[src/rtl/md_sched_if.sv]
// Operand, control and result bundle for the md_sched multiply/divide sequencer.
// master = E/D-stage side driving ops; slave = the sequencer itself.
interface md_sched_if;
  logic        start;
  logic [2:0]  op;
  logic [31:0] rs_val;
  logic [31:0] rt_val;
  logic        d_md_use;
  logic        busy;
  logic [31:0] hi;
  logic [31:0] lo;
  logic        stall;

  modport master (output start, op, rs_val, rt_val, d_md_use,
                  input  busy, hi, lo, stall);
  modport slave  (input  start, op, rs_val, rt_val, d_md_use,
                  output busy, hi, lo, stall);
endinterface

[src/rtl/md_sched.sv]
// Fixed-latency MD sequencer: computes the result at accept, holds it for the busy period, then commits HI/LO.
// Optional divide support is enabled by defining MD_SCHED_DIV_EN; without it DIV/DIVU are no-ops.
module md_sched #(
  parameter int MULT_CYCLES = 5,
  parameter int DIV_CYCLES  = 10
) (
  input logic      clk,
  input logic      rst_n,
  md_sched_if.slave md
);
  localparam int MAX_CYC = (MULT_CYCLES > DIV_CYCLES) ? MULT_CYCLES : DIV_CYCLES;
  localparam int CNT_W   = $clog2(MAX_CYC + 1);

  localparam logic [2:0] OP_MULT  = 3'd0;
  localparam logic [2:0] OP_MULTU = 3'd1;
  localparam logic [2:0] OP_DIV   = 3'd2;
  localparam logic [2:0] OP_DIVU  = 3'd3;
  localparam logic [2:0] OP_MTHI  = 3'd4;
  localparam logic [2:0] OP_MTLO  = 3'd5;

  typedef enum logic {IDLE, RUN} state_t;

  typedef struct packed {
    logic [31:0] hi;
    logic [31:0] lo;
    logic        we;
  } md_res_t;

  state_t             state, state_n;
  logic [CNT_W-1:0]   cnt, cnt_n;
  md_res_t            res, res_n;
  logic [31:0]        hi_q, hi_n, lo_q, lo_n;
  logic               last, accept, start_q;

  // Sign-extending both operands lets one 64x64 multiply (low half) serve signed and unsigned.
  logic        mul_sgn;
  logic [63:0] mul_a, mul_b, prod;
  always_comb begin
    mul_sgn = (md.op == OP_MULT);
    mul_a   = {{32{mul_sgn & md.rs_val[31]}}, md.rs_val};
    mul_b   = {{32{mul_sgn & md.rt_val[31]}}, md.rt_val};
    prod    = mul_a * mul_b;
  end

`ifdef MD_SCHED_DIV_EN
  // Magnitude divide then re-sign: avoids the INT_MIN/-1 overflow corner of a native signed divide.
  logic        div_sgn, neg_a, neg_b;
  logic [31:0] abs_a, abs_b, dvs, uq, ur, quo, rem;
  always_comb begin
    div_sgn = (md.op == OP_DIV);
    neg_a   = div_sgn & md.rs_val[31];
    neg_b   = div_sgn & md.rt_val[31];
    abs_a   = neg_a ? (~md.rs_val + 32'd1) : md.rs_val;
    abs_b   = neg_b ? (~md.rt_val + 32'd1) : md.rt_val;
    dvs     = (abs_b == 32'd0) ? 32'd1 : abs_b;
    uq      = abs_a / dvs;
    ur      = abs_a % dvs;
    quo     = (neg_a ^ neg_b) ? (~uq + 32'd1) : uq;
    rem     = neg_a ? (~ur + 32'd1) : ur;
  end
  assign start_q = md.start;
`else
  assign start_q = md.start & (md.op != OP_DIV) & (md.op != OP_DIVU);
`endif

  assign last   = (state == RUN) && (cnt == CNT_W'(1));
  // A new op may be taken on the same edge the current one retires.
  assign accept = md.start && ((state == IDLE) || last);

  always_comb begin
    state_n = state;
    cnt_n   = cnt;
    res_n   = res;
    hi_n    = hi_q;
    lo_n    = lo_q;
    if (state == RUN) begin
      cnt_n = cnt - CNT_W'(1);
      if (last) begin
        state_n = IDLE;
        if (res.we) begin
          hi_n = res.hi;
          lo_n = res.lo;
        end
      end
    end
    // Accept after retire so an MTHI/MTLO on the retire edge wins over the older result.
    if (accept) begin
      case (md.op)
        OP_MULT, OP_MULTU: begin
          res_n.hi = prod[63:32];
          res_n.lo = prod[31:0];
          res_n.we = 1'b1;
          cnt_n    = CNT_W'(MULT_CYCLES);
          state_n  = RUN;
        end
`ifdef MD_SCHED_DIV_EN
        OP_DIV, OP_DIVU: begin
          res_n.hi = rem;
          res_n.lo = quo;
          res_n.we = (md.rt_val != 32'd0);
          cnt_n    = CNT_W'(DIV_CYCLES);
          state_n  = RUN;
        end
`endif
        OP_MTHI: hi_n = md.rs_val;
        OP_MTLO: lo_n = md.rs_val;
        default: ;
      endcase
    end
  end

  always_ff @(posedge clk) begin
    if (!rst_n) begin
      state <= IDLE;
      cnt   <= '0;
      res   <= '0;
      hi_q  <= '0;
      lo_q  <= '0;
    end else begin
      state <= state_n;
      cnt   <= cnt_n;
      res   <= res_n;
      hi_q  <= hi_n;
      lo_q  <= lo_n;
    end
  end

  assign md.busy  = (state == RUN);
  assign md.hi    = hi_q;
  assign md.lo    = lo_q;
  assign md.stall = md.d_md_use & (start_q | md.busy);
endmodule

[src/flat_wrapper.sv]
// flat-port wrapper written by rule: the top's interface ports become plain ports
module md_sched_flat 
#(
  parameter int MULT_CYCLES = 5,
  parameter int DIV_CYCLES  = 10
)
  (clk, rst_n, md_start, md_op, md_rs_val, md_rt_val, md_d_md_use, md_busy, md_hi, md_lo, md_stall);
  md_sched_if md_i ();
  input logic clk;
  input logic rst_n;
  input wire logic [$bits(md_i.start)-1:0] md_start;
  input wire logic [$bits(md_i.op)-1:0] md_op;
  input wire logic [$bits(md_i.rs_val)-1:0] md_rs_val;
  input wire logic [$bits(md_i.rt_val)-1:0] md_rt_val;
  input wire logic [$bits(md_i.d_md_use)-1:0] md_d_md_use;
  output wire logic [$bits(md_i.busy)-1:0] md_busy;
  output wire logic [$bits(md_i.hi)-1:0] md_hi;
  output wire logic [$bits(md_i.lo)-1:0] md_lo;
  output wire logic [$bits(md_i.stall)-1:0] md_stall;
  assign md_i.start = md_start;
  assign md_i.op = md_op;
  assign md_i.rs_val = md_rs_val;
  assign md_i.rt_val = md_rt_val;
  assign md_i.d_md_use = md_d_md_use;
  assign md_busy = md_i.busy;
  assign md_hi = md_i.hi;
  assign md_lo = md_i.lo;
  assign md_stall = md_i.stall;
  md_sched #(.MULT_CYCLES(MULT_CYCLES), .DIV_CYCLES(DIV_CYCLES)) u_core (.clk(clk), .rst_n(rst_n), .md(md_i));
endmodule
[config.mk]
export PLATFORM = sky130hd
export DESIGN_NAME = md_sched_flat
export DESIGN_NICKNAME = d
export VERILOG_FILES = /design/src/rtl/md_sched_if.sv /design/src/rtl/md_sched.sv /design/src/flat_wrapper.sv
export SDC_FILE = /design/constraint.sdc
export NUM_CORES = 2
export LEC_CHECK = 0
export ABC_AREA = 1
export BUFFER_PORTS_ARGS = -buffer_cell sky130_fd_sc_hd__buf_2
export CAP_MARGIN = 20
export CORE_ASPECT_RATIO = 0.75
export CORE_UTILIZATION = 60
export CTS_BUF_LIST = sky130_fd_sc_hd__clkbuf_16
export DETAILED_ROUTE_END_ITERATION = 16
export MAX_ROUTING_LAYER = met4
export PLACE_DENSITY = 0.87
export SKIP_CTS_REPAIR_TIMING = 1
export SYNTH_ARGS = -nofsm -noshare
export SYNTH_HDL_FRONTEND = slang
export SYNTH_SLANG_ARGS = --single-unit
[constraint.sdc]
create_clock -name clk -period 7.7 [get_ports clk]
set_clock_uncertainty 0.2 [all_clocks]
set_input_delay 0.77 -clock clk [delete_from_list [all_inputs] [get_ports clk]]
set_output_delay 0.77 -clock clk [all_outputs]
set_load 0.1 [all_outputs]
# --- Word level (Yosys, flattened, before mapping) ---
# Cells that the tools add are included.
word_totals:
  ff_bits: 134
  input_bits: 71
  output_inout_bits: 66
  elab_cells: 45
op_classes:
  addsub: 1
  multipliers: 1
  n_eq_ne: 6
  n_mux: 17
  n_bitwise: 7
  reduce_logical: 6
ops:
  columns: ["cell", "count"]
  rows:
  - ["2-to-1 mux 32 bit", 10]
  - ["multiplier 33 x 33 -> 64 bit", 1]
  - ["2-to-1 mux 4 bit", 3]
  - ["equality test 3 bit, second input constant", 2]
  - ["inequality test 3 x 2 -> 1 bit, second input constant", 2]
  - ["AND 1 bit", 5]
  - ["equality test 4 x 1 -> 1 bit, second input constant", 1]
  - ["2-to-1 mux 1 bit", 4]
  - ["subtractor 4 x 1 -> 4 bit, second input constant", 1]
  - ["equality test 3 x 1 -> 1 bit, second input constant", 1]
  - ["zero test 3 bit", 1]
  - ["logical AND 1 bit", 2]
  - ["AND reduction 2 bit", 1]
  - ["OR reduction 2 bit", 1]
  - ["logical OR 1 bit", 1]
  - ["NOT 1 bit", 1]
  - ["bitwise OR 1 bit", 1]

# --- Depth between registers and ports, before layout ---
depth:
  ltp_word: 6
  mapped_depth: 36
  ltp_nobuf: 34

# --- Worst setup path before layout ---
# No wires, ideal clock.
synth_timing:
  kind: "in2reg"
  startpoint: "in md_rs_val[31]"
  endpoint: "reg u_core.res[62] (netlist name)"
  setup_time_ns: 0.109
  t_arrival_ns: 7.876
  required_ns: 7.391
  path_slack_ns: -0.485
  path_stages: 28
  path_buffers: 2
  cell_sequence: "clkbuf_1 -> clkbuf_1 -> nand2_1 -> nor2_1 -> fa_1 -> fa_1 -> fa_1 -> inv_1 -> fa_1 -> inv_1 -> fa_1 -> fa_1 -> inv_1 -> fa_1 -> fa_1 -> inv_1 -> ha_1 -> nand2_1 -> nor2_1 -> inv_1 -> nor2_1 -> inv_1 -> nor4_2 -> o21ai_0 -> nand4_1 -> nand3_1 -> nand2_1 -> inv_1"
synth_via:
  elab_chain_cells: 2
synth_lines:
  columns: ["item", "line_no", "rtl"]
  rows:
  - ["start, declared", "flat_wrapper.sv:13", "input wire logic [$bits(md_i.rs_val)-1:0] md_rs_val;"]
  - ["AND 1 bit", "md_sched.sv:40", "mul_a = {{32{mul_sgn & md.rs_val[31]}}, md.rs_val};"]
  - ["multiplier 33 x 33 -> 64 bit *", "md_sched.sv:42", "prod = mul_a * mul_b;"]
  - ["end signal, assigned", "md_sched.sv:122", "res <= res_n;"]
  - ["end, declared", "md_sched.sv:31", "md_res_t res, res_n;"]
# Every way passes the cells marked *; elsewhere a longest branch is shown, timed or not.
# A chain may end at the register's enable or synchronous reset.

# --- Worst setup path in the final report ---
layout_timing:
  startpoint: "in md_op[2]"
  endpoint: "reg u_core.res[48] (netlist name)"
layout_via:
  elab_chain_cells: 3
  word_cells_on_any_way: 7
  classes_between: "mul (1); eq/ne (1); bitwise (2); reduce/logical (3)"
layout_lines:
  columns: ["item", "line_no", "rtl"]
  rows:
  - ["start, declared", "flat_wrapper.sv:12", "input wire logic [$bits(md_i.op)-1:0] md_op;"]
  - ["zero test 3 bit or equality test 3 x 1 -> 1 bit (tied branches)", "md_sched.sv:39, md_sched.sv:88", null]
  - ["AND 1 bit (tied with other cells)", "md_sched.sv:40", null]
  - ["multiplier 33 x 33 -> 64 bit or AND reduction 2 bit (tied branches)", null, null]
# Several ways; a longest one is shown, not always the timed one.

==> run metrics <==
Clock Pin Slew Worst Setup and Hold Paths=around 0.060 ns; startpoint type of the worst setup path=primary input; Gate Count Post-Synth=~5700; TritonCTS Buffers=17; drt wl/cell=between 20 and 25 microns; Synth top cells by count=inv_1 (1706), nand2_1 (1393), fa_1 (1125), clkbuf_1 (264), ha_1 (214); Via density=5.58; Post-DRT Antenna Nets=0; CTS tree=yes; simple-gate area share of the yosys netlist=0.153; Fmax=~0.13 GHz; vias in the first global route=41700; final period utilization=0.990; Seq cells post-synth=approximately 130; Worst Path Arrival=just under 8 ns; routability cong.=about 1.0; synthesized area per cell=~8 sq um; Post-Place Setup Slack=-0.693 ns; run status=completed; syn nets=7121; Die H=between 200 and 250 microns; H-tree depth=4; final setup vio count=0; leading post-synthesis cells by cell area=fa_1 (50%), inv_1 (14%), nand2_1 (12%); Synthesis Warnings=0; number of max-cap violations=0; Multi-input gate area=35800 sq um; cell taking the most area after synthesis=fa_1; CP dominant cell by count=fa_1; via count=39500; mapped cell area=45000 sq um; largest net degree at the start of global routing=90; clk sink count=between 100 and 150; Reg area=~2700 sq um; Die W=around 320 microns; sequential area share after synthesis=0.0596; multiplexer area fraction after synthesis=0.000250; largest family of logic cells by synthesized area=adder cells; global route overflow=0; number of cell rows=86; ratio of cells with drive above 1 in the final layout=0.150; starting density of the core=0.610; core area=approximately 74000 sq um; slowest stage delay, CP=approximately 0.63 ns; nets=between 7000 and 8000; area share of the largest cell type after synthesis=0.500; crit path kind=in2reg; drt drc=0; DIE AREA=roughly 76000 sq um; total negative slack=0 ns; compound-cell area share of the yosys netlist=0.0552; Unique masters post-synth=42; area share of fa/ha/maj cells after synthesis=0.560; I/O pins=approximately 140; Async SR Flop Fraction=0; Hold Fails Final Rpt=0; Detailed Route WL=approximately 150000 microns; Final Max Slew Viols=0; Post-Synth XOR/XNOR Area=0.00525; CP max-delay cell=fa_2; relative slew slack=0.348; port bufs=roughly 140; CTS root buffer=clkbuf_16; drt first pass iters=8; worst min path class=reg2reg; initial antenna violation count=9; initial drt markers=4729; dominant synthesized flop cell=dfxtp_1; Worst EP required=around 7.9 ns; number of synthesized flops with an enable pin=0; critical path peak fanout=7; Clock Latency Late Sink=approximately 0.44 ns; slew of the pin with the lowest slew margin=between 0.9 and 1 ns; Final Worst Setup Slack=0.0795 ns; CP Capture Type=flop; All-Layer GR Usage=0.399; min Tclk post-route=7.62 ns; unrepaired setup endpoints after global routing=yes; cell with the most instances after synthesis=inv_1; HPWL after DPL=123000 microns; filler cell count=~5400; Layout area overhead=15.6%; CTS Buffer Depth=2; first-pass GRT wire length=226000 microns
==> layer usage <==
layer / GRT usage / routed length (microns) / vias up
met5: - / 0 / -
met4: 0.160 / 7340 / 0
met3: 0.0987 / 19400 / 551
met2: 0.613 / 65500 / 2702
met1: 0.513 / 53000 / 19300
li1: - / - / 16900
==> metrics by stage <==
| stage | area, sq um | hold WS (ns) | instances | utilization |
|---|---|---|---|---|
| 2_1_floorplan | 45000 | 0.235 | 5711 | - |
| 3_3_place_gp | 50100 | 0.255 | 7020 | 0.679 |
| 3_5_place_dp | 50100 | 0.269 | 7020 | 0.679 |
| 4_1_cts | 50800 | 0.282 | 7051 | 0.688 |
| 5_1_grt | 52000 | 0.311 | 7084 | 0.705 |
| 6_report | 52000 | 0.280 | 7085 | 0.705 |
==> critical path, delay by kind of cell <==
family                     cells  cell delay, ns
and+or+nand+nor               10            1.19
buffers and inverters         11            1.25
adders and majority gates      9            4.34
AOI/OAI and AO/OA              1            0.23
==> cells by family (layout without fill, tap and decap cells) <==
kind of cell / after synthesis / in the layout
AO/OA/AOI/OAI: 459 / 459
other: 0 / 8
flip-flops: 134 / 134
AND/OR/NAND/NOR: 1759 / 1759
multiplexers: 1 / 1
buffers and inverters: 1992 / 2390
XOR/XNOR: 27 / 27
adder cells (fa/ha/maj): 1339 / 1339
==> flip-flops by register name (all words and copies together) (netlist names) <==
signal	count
u_core.md.busy	1
u_core.md.hi	32
u_core.res	65
u_core.cnt	4
u_core.md.lo	32
==> cell type report <==
cell class | count | share of cell area
Multi-Input combinational cell | 3585 | 0.687
Inverter | 1709 | 0.124
Timing Repair Buffer | 650 | 0.102
Sequential cell | 134 | 0.0516
Tap cell | 968 | 0.0233
Clock buffer | 17 | 0.00818
Clock inverter | 14 | 0.00380
Antenna cell | 8 | 0.000385
==> layout by cell type, fill, tap and decap left out, drive strengths merged <==
cell and count:
nor3 9, bufinv 4, inv 1710, a31o 1, mux2 1, fa 1125, o21a 9, dfxtp 134
nand3 109, diode 8, a21boi 5, nand2 1398, o2111ai 1, o2bb2ai 1, o21ai 188, nand3b 2
o32ai 2, a211oi 32, a21oi 204, nor2 214, buf 641, clkbuf 26, a21o 2, nand4 21
clkinv 7, o22ai 4, o21bai 10, clkinvlp 2, xor2 20, nor4 6, xnor2 7, ha 214
==> path summary, 6_finish.rpt <==
| path | start | endpoint | slack (ns) | cells after the start |
|---|---|---|---|---|
| min | u_core.res[7] | u_core.res[7] | 0.28 | 2 |
| max | md_op[2] | u_core.res[48] | 0.08 | 31 |
| min reg2reg | u_core.res[7] | u_core.res[7] | 0.28 | 2 |
| max reg2reg | u_core.cnt[1] | u_core.res[12] | 4.14 | 10 |
Power is not shown: default switching activity piles up to over one toggle a cycle in this logic, so the estimate is an artifact.
